[src/rtl/bcd_pkg.sv]
// Shared types and constants for the serial packed-BCD adder/subtractor.
// Latency: n/a (types, constants and a pure helper function only).
// Backpressure: n/a.
package bcd_pkg;

  typedef logic [3:0] bcd_digit_t;

  typedef enum logic [1:0] {
    IDLE = 2'd0,
    RUN  = 2'd1,
    DONE = 2'd2
  } state_t;

  localparam bcd_digit_t BCD_MAX  = 4'd9;
  localparam bcd_digit_t BCD_CORR = 4'd6;

  // True when a nibble is not a legal decimal digit.
  function automatic logic digit_invalid(input bcd_digit_t d);
    return (d > BCD_MAX);
  endfunction

endpackage

[src/rtl/bcd_digit_addsub.sv]
// Single-digit BCD add/subtract stage, time-shared across all digits by the top level.
// Latency: purely combinational.
// Backpressure: none; the caller sequences the digits.
module bcd_digit_addsub
  import bcd_pkg::*;
(
  input  bcd_digit_t a,
  input  bcd_digit_t b,
  input  logic       cin,
  input  logic       sub,
  output bcd_digit_t digit,
  output logic       cout
);

  bcd_digit_t b_eff;
  logic [4:0] t;

  // Nine's-complement B in subtract mode, binary-add, then decimal-correct.
  always_comb begin
    b_eff = sub ? (BCD_MAX - b) : b;
    t     = {1'b0, a} + {1'b0, b_eff} + {4'b0000, cin};
    if (t > {1'b0, BCD_MAX}) begin
      digit = t[3:0] + BCD_CORR;
      cout  = 1'b1;
    end else begin
      digit = t[3:0];
      cout  = 1'b0;
    end
  end

endmodule

[src/rtl/bcd_serial_addsub.sv]
// Multi-digit packed-BCD A+B+Cin / A-B, one digit per clock, LSD first. Optional macro: BCD_INVALID_CHECK_EN.
// Latency: out_valid rises DIGITS edges after the accept edge; one op per DIGITS+2 cycles at best.
// Backpressure: in_ready only in IDLE; result held in DONE until out_ready. All outputs registered.
module bcd_serial_addsub
  import bcd_pkg::*;
#(
  parameter int DIGITS = 4
) (
  input  logic                clk,
  input  logic                rst,
  input  logic                in_valid,
  output logic                in_ready,
  input  logic [4*DIGITS-1:0] A,
  input  logic [4*DIGITS-1:0] B,
  input  logic                Cin,
  input  logic                sub,
  output logic                out_valid,
  input  logic                out_ready,
  output logic [4*DIGITS-1:0] S,
  output logic                Cout
`ifdef BCD_INVALID_CHECK_EN
  ,
  output logic                err
`endif
);

  localparam int W  = 4 * DIGITS;
  localparam int CW = (DIGITS > 1) ? $clog2(DIGITS) : 1;
  localparam logic [CW-1:0] LAST = CW'(DIGITS - 1);

  state_t        state, state_nxt;
  logic [W-1:0]  a_q, b_q;
  logic          sub_q;
  logic          carry_q;
  logic [CW-1:0] cnt_q;

  logic          accept;
  logic          step;
  bcd_digit_t    a_cur, b_cur;
  bcd_digit_t    d_digit;
  logic          d_cout;

  // Operands shift right as digits are consumed, so the active digit is always in the low nibble.
  assign a_cur  = a_q[3:0];
  assign b_cur  = b_q[3:0];
  assign accept = (state == IDLE) && in_valid && in_ready;
  assign step   = (state == RUN);

  bcd_digit_addsub u_digit (
    .a     (a_cur),
    .b     (b_cur),
    .cin   (carry_q),
    .sub   (sub_q),
    .digit (d_digit),
    .cout  (d_cout)
  );

  // Next-state logic.
  always_comb begin
    state_nxt = state;
    case (state)
      IDLE:    if (in_valid && in_ready) state_nxt = RUN;
      RUN:     if (cnt_q == LAST)        state_nxt = DONE;
      DONE:    if (out_ready)            state_nxt = IDLE;
      default:                           state_nxt = IDLE;
    endcase
  end

  // State register plus handshake flags registered from the next state.
  always_ff @(posedge clk or posedge rst) begin
    if (rst) begin
      state     <= IDLE;
      in_ready  <= 1'b1;
      out_valid <= 1'b0;
    end else begin
      state     <= state_nxt;
      in_ready  <= (state_nxt == IDLE);
      out_valid <= (state_nxt == DONE);
    end
  end

  // Operand capture on accept, then one digit per RUN cycle into the result register.
  always_ff @(posedge clk or posedge rst) begin
    if (rst) begin
      a_q     <= '0;
      b_q     <= '0;
      sub_q   <= 1'b0;
      carry_q <= 1'b0;
      cnt_q   <= '0;
      S       <= '0;
      Cout    <= 1'b0;
    end else if (accept) begin
      a_q     <= A;
      b_q     <= B;
      sub_q   <= sub;
      // Subtract is A + nines(B) + 1; Cin has no meaning there.
      carry_q <= sub ? 1'b1 : Cin;
      cnt_q   <= '0;
      S       <= '0;
    end else if (step) begin
      a_q                   <= a_q >> 4;
      b_q                   <= b_q >> 4;
      carry_q               <= d_cout;
      S[{cnt_q, 2'b00} +: 4] <= d_digit;
      cnt_q                 <= cnt_q + 1'b1;
      if (cnt_q == LAST) Cout <= d_cout;
    end
  end

`ifdef BCD_INVALID_CHECK_EN
  // Sticky flag for any non-decimal operand digit seen during the current operation.
  always_ff @(posedge clk or posedge rst) begin
    if (rst) begin
      err <= 1'b0;
    end else if (accept) begin
      err <= 1'b0;
    end else if (step) begin
      err <= err | digit_invalid(a_cur) | digit_invalid(b_cur);
    end
  end
`endif

endmodule
[config.mk]
export PLATFORM = sky130hd
export DESIGN_NAME = bcd_serial_addsub
export DESIGN_NICKNAME = d
export VERILOG_FILES = /design/src/rtl/bcd_pkg.sv /design/src/rtl/bcd_digit_addsub.sv /design/src/rtl/bcd_serial_addsub.sv
export SDC_FILE = /design/constraint.sdc
export NUM_CORES = 1
export LEC_CHECK = 0
export BUFFER_PORTS_ARGS = -buffer_cell sky130_fd_sc_hd__buf_2
export CAP_MARGIN = 20
export CELL_PAD_IN_SITES_DETAIL_PLACEMENT = 2
export CELL_PAD_IN_SITES_GLOBAL_PLACEMENT = 2
export CORE_ASPECT_RATIO = 0.8
export CORE_MARGIN = 5
export CORE_UTILIZATION = 36
export DETAILED_ROUTE_END_ITERATION = 8
export PLACE_DENSITY_LB_ADDON = 0.3
export SLEW_MARGIN = 25
export SYNTH_ARGS = -nofsm -noshare
export SYNTH_HDL_FRONTEND = slang
export SYNTH_SLANG_ARGS = --single-unit
[constraint.sdc]
create_clock -name clk -period 6.5 [get_ports clk]
set_clock_uncertainty 0.05 [all_clocks]
set_input_delay 1.95 -clock clk [delete_from_list [all_inputs] [get_ports clk]]
set_output_delay 1.95 -clock clk [all_outputs]
set_load 0.03 [all_outputs]
==> impl_metrics.prom <==
# TYPE chip_impl_metric gauge
chip_impl_metric{name="netlist.area_leader.share",unit="%"} 50.98
chip_impl_metric{name="r2r_slack",unit="ns"} 3.37
chip_impl_metric{name="grt_first_pass_wirelength",unit="mm"} 13.52
chip_impl_metric{name="total_cts_buffers",unit=""} 9
chip_impl_metric{name="worstPathRequired",unit="ns"} 6.73
chip_impl_metric{name="die_area",unit="um2"} 9494
chip_impl_metric{name="grt.total_usage",unit="%"} 18.64
chip_impl_metric{name="relative_area_change_from_synthesis_to_final_layout",unit="%"} 20.66
chip_impl_metric{name="drtIter0Drc",unit=""} 80
chip_impl_metric{name="placement.setup.worst_slack",unit="ns"} 2.627
chip_impl_metric{name="max-clock-path-buffers",unit=""} 2
chip_impl_metric{name="clkLatencyLatePin",unit="ns"} 0.34
chip_impl_metric{name="yosysWarningCount",unit=""} 0
chip_impl_info{name="crit_reg_reg_startpoint",value="sub_q"} 1
chip_impl_metric{name="portBuffers",unit=""} 56
chip_impl_metric{name="vias_per_cell",unit=""} 5.081
chip_impl_metric{name="syn_inst",unit=""} 292
chip_impl_metric{name="synth_area_in_simple_gates",unit="%"} 18.12
chip_impl_metric{name="largest_net_degree_at_the_start_of_global_routing",unit=""} 58
chip_impl_metric{name="fin_area",unit="um2"} 3317
chip_impl_info{name="critical_path_cell_sequence",value="buf_2, nand3b_1, nor2_2, buf_4, nor2_4, nand2_1, nand2_1"} 1
chip_impl_info{name="hold_path.startpoint",value="S[5]"} 1
chip_impl_metric{name="drv_slew",unit=""} 0
chip_impl_metric{name="cp_data_arrival_time",unit="ns"} 3.46
chip_impl_metric{name="worst-slew-pin-transition",unit="ns"} 0.7336
chip_impl_metric{name="finalHoldViolCount",unit=""} 0
chip_impl_metric{name="grt_overflow",unit=""} 0
chip_impl_info{name="criticalPathCategory",value="in2reg"} 1
chip_impl_metric{name="syn-mean-instance-area",unit="um2"} 9.414
chip_impl_metric{name="initial_core_util",unit="%"} 37.01
chip_impl_metric{name="antenna_found_initial",unit=""} 0
chip_impl_metric{name="synthDistinctLibCells",unit=""} 43
chip_impl_info{name="post_synth_main_area_contributors",value="sky130_fd_sc_hd__dfrtp_1, sky130_fd_sc_hd__nand2_1, sky130_fd_sc_hd__a22oi_1"} 1
chip_impl_info{name="start_kind",value="primary input"} 1
chip_impl_metric{name="critPathMaxFanout",unit=""} 44
chip_impl_metric{name="fin_total_pwr",unit="mW"} 2.200
chip_impl_info{name="timing.critical_path.max_delay_family",value="simple AND/OR/NAND/NOR gates"} 1
chip_impl_metric{name="cp.depth",unit=""} 7
chip_impl_info{name="critPathSlowestCell",value="sky130_fd_sc_hd__nor2_4"} 1
chip_impl_metric{name="core_area",unit="um2"} 7427
chip_impl_info{name="rsz_0062_raised_after_global_routing",value="no"} 1
chip_impl_metric{name="finalSetupViolations",unit=""} 0
chip_impl_metric{name="cap_viol_max_count",unit=""} 0
chip_impl_info{name="dominantRegCellSynth",value="sky130_fd_sc_hd__dfrtp_1"} 1
chip_impl_metric{name="synth_seq_cells",unit=""} 57
chip_impl_metric{name="dp_hpwl",unit="mm"} 5.676
chip_impl_metric{name="dr_total_vias",unit=""} 2332
chip_impl_metric{name="critPathMaxStageDelay",unit="ns"} 0.55
chip_impl_metric{name="drtAntennaViolNets",unit=""} 0
chip_impl_metric{name="postRouteWirelength",unit="mm"} 8.100
chip_impl_metric{name="post-route-drc-count",unit=""} 0
chip_impl_metric{name="post_cts_resize_count",unit=""} 0
chip_impl_metric{name="antenna-diode-count",unit=""} 0
chip_impl_metric{name="post_cts.repair.setup_buffers",unit=""} 0
chip_impl_metric{name="place_congestion",unit=""} 0.7622
chip_impl_info{name="hold_path_class",value="reg2reg"} 1
chip_impl_metric{name="drive_gt1_share",unit="%"} 24.29
chip_impl_info{name="critPathMostFrequentCell",value="sky130_fd_sc_hd__nand2_1"} 1
chip_impl_metric{name="synth_compound_area_share",unit="%"} 16.98
chip_impl_info{name="worstReg2RegEnd",value="S[2]"} 1
chip_impl_metric{name="post_synth_fa_ha_maj_area_fraction",unit="%"} 5.553
chip_impl_metric{name="nNetsFinal",unit=""} 399
chip_impl_metric{name="synth.mux.area_fraction",unit="%"} 0.7738
chip_impl_metric{name="post_cts_hold_buffer_count",unit=""} 0
chip_impl_metric{name="finalCriticalPeriod",unit="ns"} 3.231
chip_impl_metric{name="synth_fp_nets",unit=""} 341
chip_impl_info{name="yosys.area.top_type",value="sky130_fd_sc_hd__dfrtp_1"} 1
chip_impl_metric{name="period_share",unit="%"} 49.70
chip_impl_info{name="worst_hold_path.endpoint",value="S[5]"} 1
chip_impl_metric{name="drtPass1Iterations",unit=""} 4
chip_impl_info{name="crit_path_end_kind",value="flop"} 1
chip_impl_metric{name="worstHoldPathCells",unit=""} 2
chip_impl_metric{name="tns",unit="ns"} 0
chip_impl_metric{name="htree_levels",unit=""} 3
chip_impl_metric{name="fmaxAchievable",unit="MHz"} 309.5
chip_impl_metric{name="io_pins",unit=""} 57
chip_impl_metric{name="worst_ir_drop_vdd",unit="uV"} 227.8
chip_impl_metric{name="fp.dieH",unit="um"} 88.16
chip_impl_metric{name="p_per_area",unit="nW/um2"} 663.2
chip_impl_metric{name="standard_cell_rows",unit=""} 28
chip_impl_metric{name="fin_util",unit="%"} 44.66
chip_impl_info{name="clk_root_buffer_cell",value="sky130_fd_sc_hd__clkbuf_8"} 1
chip_impl_metric{name="ys_async_sr_fraction",unit="%"} 100.0
chip_impl_metric{name="die_w",unit="um"} 107.7
chip_impl_metric{name="placed_area",unit="um2"} 3117
chip_impl_metric{name="clk_transition_reported_paths",unit="ns"} 0.06
chip_impl_metric{name="critical_path.n_buffers_inverters",unit=""} 2
chip_impl_info{name="mostFrequentLayoutCell",value="sky130_fd_sc_hd__nand2_1"} 1
chip_impl_metric{name="synth_enable_flop_cells",unit=""} 0
chip_impl_metric{name="first_global_vias",unit=""} 2604
chip_impl_metric{name="ys_seq_area_share",unit="%"} 51.93
chip_impl_metric{name="avgRoutedWirePerCell",unit="um"} 17.65
chip_impl_info{name="final_cell_mix",value="sky130_fd_sc_hd__nand2_1, sky130_fd_sc_hd__dfrtp_1, sky130_fd_sc_hd__buf_2"} 1
chip_impl_info{name="synth_top_family_by_area",value="simple AND/OR/NAND/NOR gates"} 1
chip_impl_metric{name="p_leak",unit="nW"} 1.713
chip_impl_metric{name="mappedNetlistArea",unit="um2"} 2749
chip_impl_info{name="cts_tree",value="built"} 1
chip_impl_metric{name="final_critical_path_setup_slack",unit="ns"} 3.269
chip_impl_info{name="outcome",value="completed"} 1
chip_impl_metric{name="reg2reg_depth",unit=""} 11
chip_impl_metric{name="post_synth_xor_area_fraction",unit="%"} 1.229
chip_impl_metric{name="tritoncts_num_sinks",unit=""} 57
chip_impl_metric{name="slew_headroom",unit="%"} 51.09
[power breakdown]
| group | switching [mW] | leakage (nW) | internal [mW] |
|---|---|---|---|
| clock | 0.142 | 0.102 | 0.195 |
| combinational | 0.818 | 0.862 | 0.434 |
| sequential | 0.107 | 0.748 | 0.504 |
| total | 1.07 | 1.71 | 1.13 |
[routing by layer]
metal / part of all wire [%] / global-route usage, % / up-vias
li1: - / - / 1099
met1: 45 / 24.10 / 1187
met5: 0 / 0 / -
met2: 50 / 31.09 / 38
met4: 1.0 / 4.472 / 0
met3: 3.9 / 5.453 / 8
[metrics by stage]
step | hold slack (ns) | instances
floorplan | 0.3959 | 292
global placement | 0.4072 | 444
detailed placement | 0.4151 | 444
CTS | 0.4300 | 459
global route | 0.4569 | 459
finish | 0.4232 | 459
[worst register-to-register path, delay by kind of cell, from the launching register on]
family	cells	cell delay, ns
compound gates	3	0.80
xor+xnor	2	0.45
flops	1	0.46
fa+ha+maj	3	0.92
simple gates	1	0.18
buf+inv	2	0.13
[state kept, by name, summed over array words and instances, names as in the netlist]
signal	count
b_q	16
a_q	16
sub_q	1
state	2
out_valid	1
Cout	1
in_ready	1
S	16
carry_q	1
cnt_q	2
[worst max path at each step]
stage,startpoint,to,slack [ns]
floorplan,rst,Cout,3.10
global placement,in_valid,carry_q,2.70
detailed placement,in_valid,b_q[6],2.63
CTS,in_valid,b_q[4],2.89
global route,sub_q,S[5],3.13
finish,in_valid,b_q[4],3.27
[synthesized netlist by cell type (2+ instances only)]
cell	instances
sky130_fd_sc_hd__a22oi_1	24
sky130_fd_sc_hd__o21ai_1	4
sky130_fd_sc_hd__inv_1	22
sky130_fd_sc_hd__nand3_1	2
sky130_fd_sc_hd__clkbuf_1	4
sky130_fd_sc_hd__ha_1	9
sky130_fd_sc_hd__o22ai_1	9
sky130_fd_sc_hd__a21oi_1	5
sky130_fd_sc_hd__xnor2_1	2
sky130_fd_sc_hd__dfrtp_1	56
sky130_fd_sc_hd__buf_4	2
sky130_fd_sc_hd__nand2_1	90
sky130_fd_sc_hd__o21ai_0	16
sky130_fd_sc_hd__buf_2	5
sky130_fd_sc_hd__and2_1	2
sky130_fd_sc_hd__a21o_1	3
sky130_fd_sc_hd__nor2_1	6
sky130_fd_sc_hd__nand3b_1	2
sky130_fd_sc_hd__nor3_1	3
sky130_fd_sc_hd__nor2_2	2
sky130_fd_sc_hd__fa_1	2
[cells by family after synthesis]
family	Yosys count
adders and majority gates	11
xor gates and xnor gates	3
DFF	57
buffers and inverters	34
muxes	2
and+or+nand+nor	115
AOI/OAI and AO/OA	70
[layout make-up]
cell class / instances / area, um2
Fill cell: 847 / 4110
Multi-Input combinational cell: 201 / 1177
Clock buffer: 12 / 155.1
Timing Repair Buffer: 59 / 302.8
Tap cell: 105 / 131.4
Inverter: 22 / 82.58
Clock inverter: 3 / 40.04
Sequential cell: 57 / 1428
(Power assumes the default switching activity.)
